`config.mk`:
```
export PLATFORM = sky130hd
export DESIGN_NAME = mem_arbiter
export DESIGN_NICKNAME = d
export VERILOG_FILES = /design/src/rtl/mem_arbiter.sv
export SDC_FILE = /design/constraint.sdc
export NUM_CORES = 1
export LEC_CHECK = 0
export ABC_AREA = 0
export BUFFER_PORTS_ARGS = -buffer_cell sky130_fd_sc_hd__buf_2
export CAP_MARGIN = 15
export CORE_AREA = 4 4 531 533
export DETAILED_ROUTE_END_ITERATION = 12
export DIE_AREA = 0 0 535 537
export GPL_TIMING_DRIVEN = 0
export SKIP_LAST_GASP = 1
export SLEW_MARGIN = 10
export SYNTH_ARGS = -nofsm -noshare
export SYNTH_HDL_FRONTEND = slang
export SYNTH_SLANG_ARGS = --single-unit
```
`constraint.sdc`:
```
create_clock -name clk -period 1.8 [get_ports clk]
set_input_delay 0 -clock clk [delete_from_list [all_inputs] [get_ports clk]]
set_output_delay 0 -clock clk [all_outputs]
set_load 0.02 [all_outputs]
```
`src/rtl/mem_arbiter.sv`:
```
// Arbitrates the I-cache and D-cache miss ports onto one memory port, serving one request at a time.
// Define MEM_ARB_RR_EN for round-robin arbitration. By default, D has fixed priority over I.
module mem_arbiter #(
    parameter int ADDR_W = 32,
    parameter int DATA_W = 256
) (
    input  logic              clk,
    input  logic              rst,
    input  logic              i_read,
    input  logic [ADDR_W-1:0] i_address,
    output logic [DATA_W-1:0] i_rdata,
    output logic              i_resp,
    input  logic              d_read,
    input  logic              d_write,
    input  logic [ADDR_W-1:0] d_address,
    input  logic [DATA_W-1:0] d_wdata,
    output logic [DATA_W-1:0] d_rdata,
    output logic              d_resp,
    output logic              mem_read,
    output logic              mem_write,
    output logic [ADDR_W-1:0] mem_address,
    output logic [DATA_W-1:0] mem_wdata,
    input  logic [DATA_W-1:0] mem_rdata,
    input  logic              mem_resp,
    output logic              arb_busy
);

    typedef enum logic [1:0] {IDLE, SERVE_I, SERVE_D} state_t;

    state_t state;
    logic   d_req;
    logic   d_win;

    assign d_req = d_read | d_write;

`ifdef MEM_ARB_RR_EN
    // prio_d set: D wins a tie. The flag flips toward the side that was not just granted.
    logic prio_d;
    assign d_win = d_req & (prio_d | ~i_read);
`else
    assign d_win = d_req;
`endif

    // mem_read/mem_write act as the latched op. They are only written on grant and on completion.
    always_ff @(posedge clk) begin
        if (!rst) begin
            state       <= IDLE;
            mem_read    <= 1'b0;
            mem_write   <= 1'b0;
            mem_address <= '0;
            mem_wdata   <= '0;
`ifdef MEM_ARB_RR_EN
            prio_d      <= 1'b1;
`endif
        end else begin
            case (state)
                IDLE: begin
                    if (d_win) begin
                        state       <= SERVE_D;
                        mem_address <= d_address;
                        mem_wdata   <= d_wdata;
                        mem_write   <= d_write;
                        mem_read    <= ~d_write;
`ifdef MEM_ARB_RR_EN
                        prio_d      <= 1'b0;
`endif
                    end else if (i_read) begin
                        state       <= SERVE_I;
                        mem_address <= i_address;
                        mem_read    <= 1'b1;
                        mem_write   <= 1'b0;
`ifdef MEM_ARB_RR_EN
                        prio_d      <= 1'b1;
`endif
                    end
                end
                SERVE_I, SERVE_D: begin
                    if (mem_resp) begin
                        state     <= IDLE;
                        mem_read  <= 1'b0;
                        mem_write <= 1'b0;
                    end
                end
                default: state <= IDLE;
            endcase
        end
    end

    assign arb_busy = (state != IDLE);
    assign i_resp   = rst & (state == SERVE_I) & mem_resp;
    assign d_resp   = rst & (state == SERVE_D) & mem_resp;
    assign i_rdata  = mem_rdata;
    assign d_rdata  = mem_rdata;

`ifndef SYNTHESIS
    a_d_rw_excl: assert property (@(posedge clk) disable iff (!rst) !(d_read && d_write));
    a_resp_idle: assert property (@(posedge clk) disable iff (!rst) !(state == IDLE && mem_resp));
    a_strb_excl: assert property (@(posedge clk) disable iff (!rst) !(mem_read && mem_write));
`endif

endmodule
```
* Word level (Yosys, flattened, before mapping)
Cells that the tools add are included.
** Operators by class
- Equality and inequality tests :: 4
- Multiplexer cells :: 13
- Reduce and logical (&&, ||, !) cells :: 9
- Bitwise operators :: 6
** Operators by type and width (count)
- 2-to-1 mux 32 bit :: 2
- 2-to-1 mux 2 bit :: 3
- AND reduction 2 bit :: 3
- nonzero test 2 bit :: 3
- 2-to-1 mux 1 bit :: 5
- AND 1 bit :: 4
- one-hot mux 1 bit (2 select lines) :: 2
- one-hot mux 2 bit (2 select lines) :: 1
- inequality test 3 bit, second input constant :: 1
- AND reduction 3 bit :: 1
- == test 2 x 1 -> 1 bit, second input constant :: 1
- == test 2 bit, second input constant :: 1
- logical NOT 2 bit :: 1
- inequality test 2 bit, second input constant :: 1
- OR reduction 2 bit :: 1
- inverter 1 bit :: 1
- bitwise OR 1 bit :: 1
** Word-level totals
- Bits of input ports :: 582
- Register bits :: 292
- Logic and storage cells :: 37
- Output and inout bits :: 805

* Depth between registers and ports, before layout
Gate-level depths: netlist (run 1).
- Word-level depth :: 4
- Mapped depth :: 8

* Worst setup path after synthesis (run 1)
Ideal clock, no wire load.
- Path type :: register to register
- Start point :: register state[0]
- End point :: register mem_address[0]
- Setup time :: 133 ps
- Data arrival time :: 1280 ps
- Setup slack :: 387 ps
- Path buffers :: 2
- Data required time :: 1667 ps
- Stages on the path, launching flop included :: 7
- Path through :: dfxtp_1 -> inv_1 -> ha_1 -> o31a_1 -> buf_2 -> clkbuf_1 -> a21oi_1
** Between the ends
- Word-level cells in the longest chain between the ends :: 2
** RTL lines
- from (decl) :: RTL line 30 : state_t state;
- from (signal assigned) :: RTL line 47 : state <= IDLE;
- from (signal assigned) :: RTL line 59 : state <= SERVE_D;
- from (signal assigned) :: RTL line 68 : state <= SERVE_I;
- logical NOT 2 bit :: RTL line 56 : case (state)
- AND reduction 2 bit (no source line)
- to (signal assigned) :: RTL line 60 : mem_address <= d_address;
- to (signal assigned) :: RTL line 69 : mem_address <= i_address;
- to (decl) :: RTL line 21 : output logic [ADDR_W-1:0] mem_address,
No other way between the ends.
A chain may end at the register's enable or synchronous reset.

* Worst setup path after layout (run 1)
- Start point :: register state[1]
- End point :: register mem_wdata[247]
** Between the ends
- Word-level cells in the longest chain between the ends :: 2
** RTL lines
- logical NOT 2 bit :: RTL line 56
- AND reduction 2 bit (no source line)
- to (signal assigned) :: RTL line 61 : mem_wdata <= d_wdata;
- to (decl) :: RTL line 22 : output logic [DATA_W-1:0] mem_wdata,
No other way between the ends.

==> results of run 1 <==
[critical path: stages (launching register included)]
cell and delay, ns:
dfxtp_1 0.38, inv_2 0.08, ha_4 0.19, o21ai_2 0.17
buf_4 0.32, buf_2 0.29, nand2_1 0.08, a21boi_1 0.14
[final timing paths]
| kind | startpoint | endpoint | cells past startpoint |
|---|---|---|---|
| hold reg to reg | mem_wdata[213] | mem_wdata[213] | 2 |
| setup reg to reg | state[1] | mem_wdata[247] | 7 |
| setup / recovery | state[1] | mem_wdata[247] | 7 |
| hold / removal | d_wdata[77] | mem_wdata[77] | 4 |
[power by group through the flow]
| stage | registers, uW | clock network, uW | logic, uW |
|---|---|---|---|
| after floorplan | 8640 | 0 | 3520 |
| after global placement | 7730 | 0 | 8850 |
| after detailed placement | 7760 | 0 | 8860 |
| after CTS | 7630 | 9280 | 9740 |
| after global routing | 7730 | 9370 | 10300 |
| final | 7650 | 8890 | 9620 |
[area by class of cell]
class,instances,area [um2]
Antenna cell,61,153
Inverter,4,15.0
Tap cell,3705,4640
Multi-Input combinational cell,891,4710
Clock inverter,20,304
Buffer,613,4500
Sequential cell,292,5850
Clock buffer,51,1100
Timing Repair Buffer,1460,9000
Fill cell,32000,246000
[registers in the layout (all words and copies together), names as in the netlist]
name	flops
mem_wdata	256
state	2
mem_write	1
mem_read	1
mem_address	32
[repair_timing]
action	4_1_cts	5_1_grt
gates cloned	0	1
setup endpoints to repair	287	233
hold buffers	326	0
gates resized for setup	31	20
endpoints found under the hold margin	292	0
[layer usage]
| layer | global-route usage, % | share of wire [%] | vias to the layer above |
|---|---|---|---|
| met1 | 13.1 | 35 | 8555 |
| met5 | 1.17 | 0.44 | - |
| met3 | 8.53 | 16 | 388 |
| li1 | - | - | 8314 |
| met4 | 5.48 | 5.2 | 60 |
| met2 | 20.4 | 44 | 1441 |
[cell families after synthesis]
group	Yosys count
muxes	32
AOI/OAI and AO/OA	329
and+or+nand+nor	526
DFF	292
buffers and inverters	617
adders and majority gates	4
[synth_stat cells]
cell,instances
and3_1,2
buf_2,44
a21boi_1,230
nand4b_1,1
o31ai_1,1
nand2_1,515
mux2i_1,32
a21boi_0,26
dfxtp_1,292
or4bb_1,1
o22ai_1,1
nor2_1,1
o21ai_2,1
ha_1,4
o21ai_0,34
and3b_1,1
nor2b_1,1
o31a_1,1
nor4b_1,1
a21oi_1,33
o21a_1,1
nor3_1,2
clkbuf_1,37
o211ai_1,1
buf_6,3
inv_1,4
nor2_2,1
buf_4,529
[through the flow]
step	hold WS [ns]	cells	total power, uW
floorplan	0.113	1800	12200
global placement	0.219	6633	16600
detailed placement	0.218	6638	16600
CTS	0.00565	7035	26700
global route	0.0673	7073	27400
finish	0.0913	7097	26200
==> results.ini, run 1 <==
[outcome]
status = finished, final reports clean

[yosys]
synth_xor_area_share_pct = 0
synth.cell_area_um2 = 14900
synthSimpleGateAreaFrac_pct = 13.5
synth_area_per_cell_um2 = 8.28
synth_top_family_by_area = buffers and inverters
yosysSeqAreaShare_pct = 39.2
syn-num-nets = 2386
synth_fa_ha_area_share_pct = 0.336
ys_top_cells_by_area = dfxtp_1 39%, buf_4 27%, nand2_1 13%, a21boi_1 12%, mux2i_1 2.1%
synth_cells = 1800
synth_compound_area_share_pct = 15.5
synth_cell_types = 28
synth_top_area_cell = dfxtp_1
yosysWarnings = 0
muxShareOfSynthArea_pct = 2.15
ys_seq_elements = 292
netlist.area_leader.share_pct = 39.2

[setup_path]
cp-end-kind = flop
crit_path_start_kind = flop
critPathKind = flop to flop
worstPathArrival_ns = 2.28
reg2reg_slack_ns = 0.08
required_ns = 2.36
cp_max_fo = 10

[route]
vias = 18800
wirelength_um = 195000
viasPerCell = 2.64
ant_nets = 0
drc = 0
drt_iter0_drc = 1042
first_pass_iters = 7
wire_per_inst_um = 27.5

[timing]
clock_skew_ns = 0.0819
rsz0062_at_grt = true
slew_headroom_pct = 40.0
setup_slack_ns = 0.0758
period_share_pct = 95.8
tightest_slew_ns = 0.901
setup_tns_ns = 0
final_hold_viol_count = 0
fmaxAchievable_mhz = 580
drv_slew = 0
min_period_ns = 1.72
setup_violations = 0

[job]
drv_cap = 0

[placed_design]
dp_hpwl_um = 178000
gp_congestion = 1.09
pre_cts_slack_ns = -0.618
place_area_um2 = 25300
portBuffers = 1128

[power]
p_sw_share_pct = 40.0
p_sw_uw = 10500
combinationalPowerShare_pct = 36.8
p_seq_share_pct = 29.2
peakVddDrop_mv = 0.647
power_leakage_uw = 0.0139
power_density_nw_per_um2 = 864
pwr-share-clk_pct = 34.0
p_int_uw = 15700

[clock_tree]
clk_pin_slew_ns = 0.06
cts_tree = yes
cts.sinks = 292
cts_setup_buffers = 0
cts_buffer_depth = 3
h-tree-depth = 2
clock_latency_ns = 0.69
root_buffer = clkbuf_16
cts_made_buffers = 40

[finish]
area_growth_pct = 103
mostFrequentLayoutCell = buf_2
final_cell_mix = 1155 x buf_2, 531 x buf_4, 515 x nand2_1
post-route-util_pct = 10.9
final_area_um2 = 30300
drive_gt1_share_pct = 53.8
fin_nets = 3888

[die]
dieHeight_um = 537
die_area_um2 = 287000
pin_count = 1387
die_w_um = 535
core_area_um2 = 276000
std_cell_rows = 193
initial_core_util_pct = 5.39

[grt]
grt_max_degree = 13
grt_pass1_vias = 18200
grt_pass1_wl_um = 229000
grt-ovfl-total = 0
antenna_found_initial = 131
track_usage_pct = 12.9

[min_path]
hp-class = input port to flop

Note: power is estimated with default switching activity, not from simulation.
==> run 2, diff against run 1 <==
--- a/config.mk
+++ b/config.mk
@@ -13,7 +13,7 @@
 export DIE_AREA = 0 0 535 537
 export GPL_TIMING_DRIVEN = 0
 export SKIP_LAST_GASP = 1
-export SLEW_MARGIN = 10
+export SLEW_MARGIN = 20
 export SYNTH_ARGS = -nofsm -noshare
 export SYNTH_HDL_FRONTEND = slang
 export SYNTH_SLANG_ARGS = --single-unit
==> constraint.sdc (replaced) <==
create_clock -name clk -period 1.8 [get_ports clk]
set_input_delay 0.18 -clock clk [delete_from_list [all_inputs] [get_ports clk]]
set_output_delay 0.18 -clock clk [all_outputs]
set_load 0.02 [all_outputs]
==> run 2 against run 1 <==
  * Wire length grew 0.61%
  * Register-to-register slack hardly changed
  * Largest power group unchanged
  * Final cell count decreased by 0.32%
  * Clock power increased by 5.6%
  * Clock skew is 0.028 ns lower
  * First-iteration DRC count up 11%
  * Sequential share of layout area about the same
  * Sequential power barely moved
  * Sequential cell count unchanged
  * Highest routed layer unchanged
  * Worst hold slack worse by 0.067 ns
  * Via count grew 0.11%
==> results.ini, run 2 (synthesis gave the netlist of run 1 again) <==
[outcome]
status = finished, final reports clean  ; unchanged

[finish]
drive_gt1_share_pct = 54.4  ; was 53.8%
regArea_um2 = 5850  ; about the same
fin_nets = 3871  ; was 3888
multi_input_area_um2 = 4740  ; was 4710 um2
reg.largest.list = mem_wdata (256), mem_address (32), state (2)  ; unchanged
area_growth_pct = 103  ; about the same
mostFrequentLayoutCell = buf_2  ; unchanged
regMostFlops = mem_wdata  ; unchanged
final_cell_mix = 1148 x buf_2, 533 x buf_4, 515 x nand2_1  ; was 1155 x buf_2, 531 x buf_4, 515 x nand2_1
n_fill_cell = 32000  ; about the same
largest_reg_flops = 256  ; unchanged

[min_path]
hp-class = input port to flop  ; unchanged

[grt]
grt_pass1_vias = 18100  ; was 18200
antenna_found_initial = 131  ; unchanged
grt_pass1_wl_um = 231000  ; was 229000 um
track_usage_pct = 12.9  ; about the same
grt-ovfl-total = 0  ; unchanged
grt_max_degree = 13  ; unchanged

[route]
ant_nets = 0  ; unchanged
wl_met1_um = 68700  ; was 68300 um
wirelength_um = 197000  ; was 195000 um
met3_length_um = 30600  ; was 30400 um
top_layer_used = met5  ; unchanged
wire_per_inst_um = 27.8  ; was 27.5 um
route.met2.wl_um = 87300  ; was 85600 um
drc = 0  ; unchanged
viasPerCell = 2.65  ; was 2.64
drt_iter0_drc = 1160  ; was 1042
vias = 18800  ; about the same
first_pass_iters = 6  ; was 7

[setup_path]
cp-end-kind = flop  ; unchanged
required_ns = 2.31  ; was 2.36 ns
worstPathArrival_ns = 2.23  ; was 2.28 ns
cp_max_fo = 10  ; unchanged
critPathKind = input port to flop  ; was flop to flop
crit_path_start_kind = input port  ; was flop

[timing]
drv_slew = 0  ; unchanged
setup_violations = 0  ; unchanged
setup_slack_ns = 0.0714  ; was 0.0758 ns
period_share_pct = 96.0  ; was 95.8%
rsz0062_at_grt = true  ; unchanged
final_hold_viol_count = 0  ; unchanged
slew_headroom_pct = 36.0  ; was 40.0%
whs_ns = 0.0247  ; was 0.0913 ns
tightest_slew_ns = 0.959  ; was 0.901 ns
clock_skew_ns = 0.0538  ; was 0.0819 ns
fmaxAchievable_mhz = 579  ; was 580 MHz
min_period_ns = 1.73  ; was 1.72 ns

[die]
std_cell_rows = 193  ; unchanged
initial_core_util_pct = 5.39  ; unchanged
pin_count = 1387  ; unchanged
die_w_um = 535  ; unchanged
core_area_um2 = 276000  ; unchanged
die_area_um2 = 287000  ; unchanged
dieHeight_um = 537  ; unchanged

[power]
power_leakage_uw = 0.0139  ; about the same
power_density_nw_per_um2 = 881  ; was 864 nW/um2
peakVddDrop_mv = 0.744  ; was 0.647 mV

[clock_tree]
cts_tree = yes  ; unchanged
root_buffer = clkbuf_16  ; unchanged
clock_latency_ns = 0.68  ; was 0.69 ns
cts.sinks = 292  ; unchanged
cts_buffer_depth = 3  ; unchanged
h-tree-depth = 2  ; unchanged
clk_pin_slew_ns = 0.06  ; about the same
cts_made_buffers = 40  ; unchanged

[placed_design]
dp_hpwl_um = 178000  ; about the same
portBuffers = 1128  ; unchanged
pre_cts_slack_ns = -0.609  ; was -0.618 ns
gp_congestion = 1.09  ; unchanged

[job]
drv_cap = 0  ; unchanged

==> run 2: path summary, 6_finish.rpt <==
path | from | endpoint | slack, ns | depth (start not counted)
setup reg to reg | state[0] | mem_wdata[59] | 0.09 | 7
hold reg to reg | mem_wdata[211] | mem_wdata[211] | 0.45 | 2
hold / removal | d_address[28] | mem_address[28] | 0.02 | 3
setup / recovery | d_write | mem_address[23] | 0.07 | 6
==> run 2: area by class of cell <==
class / count / share of cell area (%)
flip-flops and latches: 292 / 19.3
clock inverters: 20 / 1.17
clock buffers: 52 / 3.69
inverters: 4 / 0.0662
multi-input cells: 891 / 15.7
diodes: 54 / 0.447
repair buffers: 1443 / 29.4
well taps: 3705 / 15.3
plain buffers: 613 / 14.9
==> run 2: critical path, cell delays in order <==
cell,delay (ns)
buf_2,0.15
nor2_2,0.58
buf_6,0.27
mux2i_1,0.31
dlygate4sd3_1,0.64
a21oi_1,0.08
==> run 2: through the flow <==
stage	util [%]	setup TNS (ns)	total power, uW	cell area, um2	cells
2_1_floorplan	-	0	12200	14900	1800
3_3_place_gp	9.11	-229.24	16600	25200	6633
3_5_place_dp	9.15	-105.15	16600	25300	6638
4_1_cts	10.8	-0.502	27100	30000	7019
5_1_grt	10.9	-0.0136	27900	30200	7059
6_report	10.9	0	26600	30200	7074
==> run 2: layer usage <==
metal  global-route usage, %  vias to the layer above
met2                    20.8                     1485
met5                   0.822                        -
met3                    8.57                      371
met1                    13.2                     8606
li1                        -                     8264
met4                    5.12                       52
==> run 2: what timing repair did <==
| action | 4_1_cts | 5_1_grt |
|---|---|---|
| hold buffers | 308 | 0 |
| gates resized for setup | 43 | 32 |
| gates cloned | 0 | 1 |
| buffers inserted | 1 | 0 |
| hold endpoints to repair | 284 | 0 |
| endpoints found under the setup margin | 291 | 274 |
==> run 2: power breakdown <==
part / leakage [uW] / total (uW) / switching, uW / internal (uW)
Combinational: 0.0108 / 9610 / 6260 / 3350
Sequential: 0.00241 / 7650 / 417 / 7230
Clock: 0.000717 / 9390 / 3930 / 5460
Total: 0.0139 / 26600 / 10600 / 16000
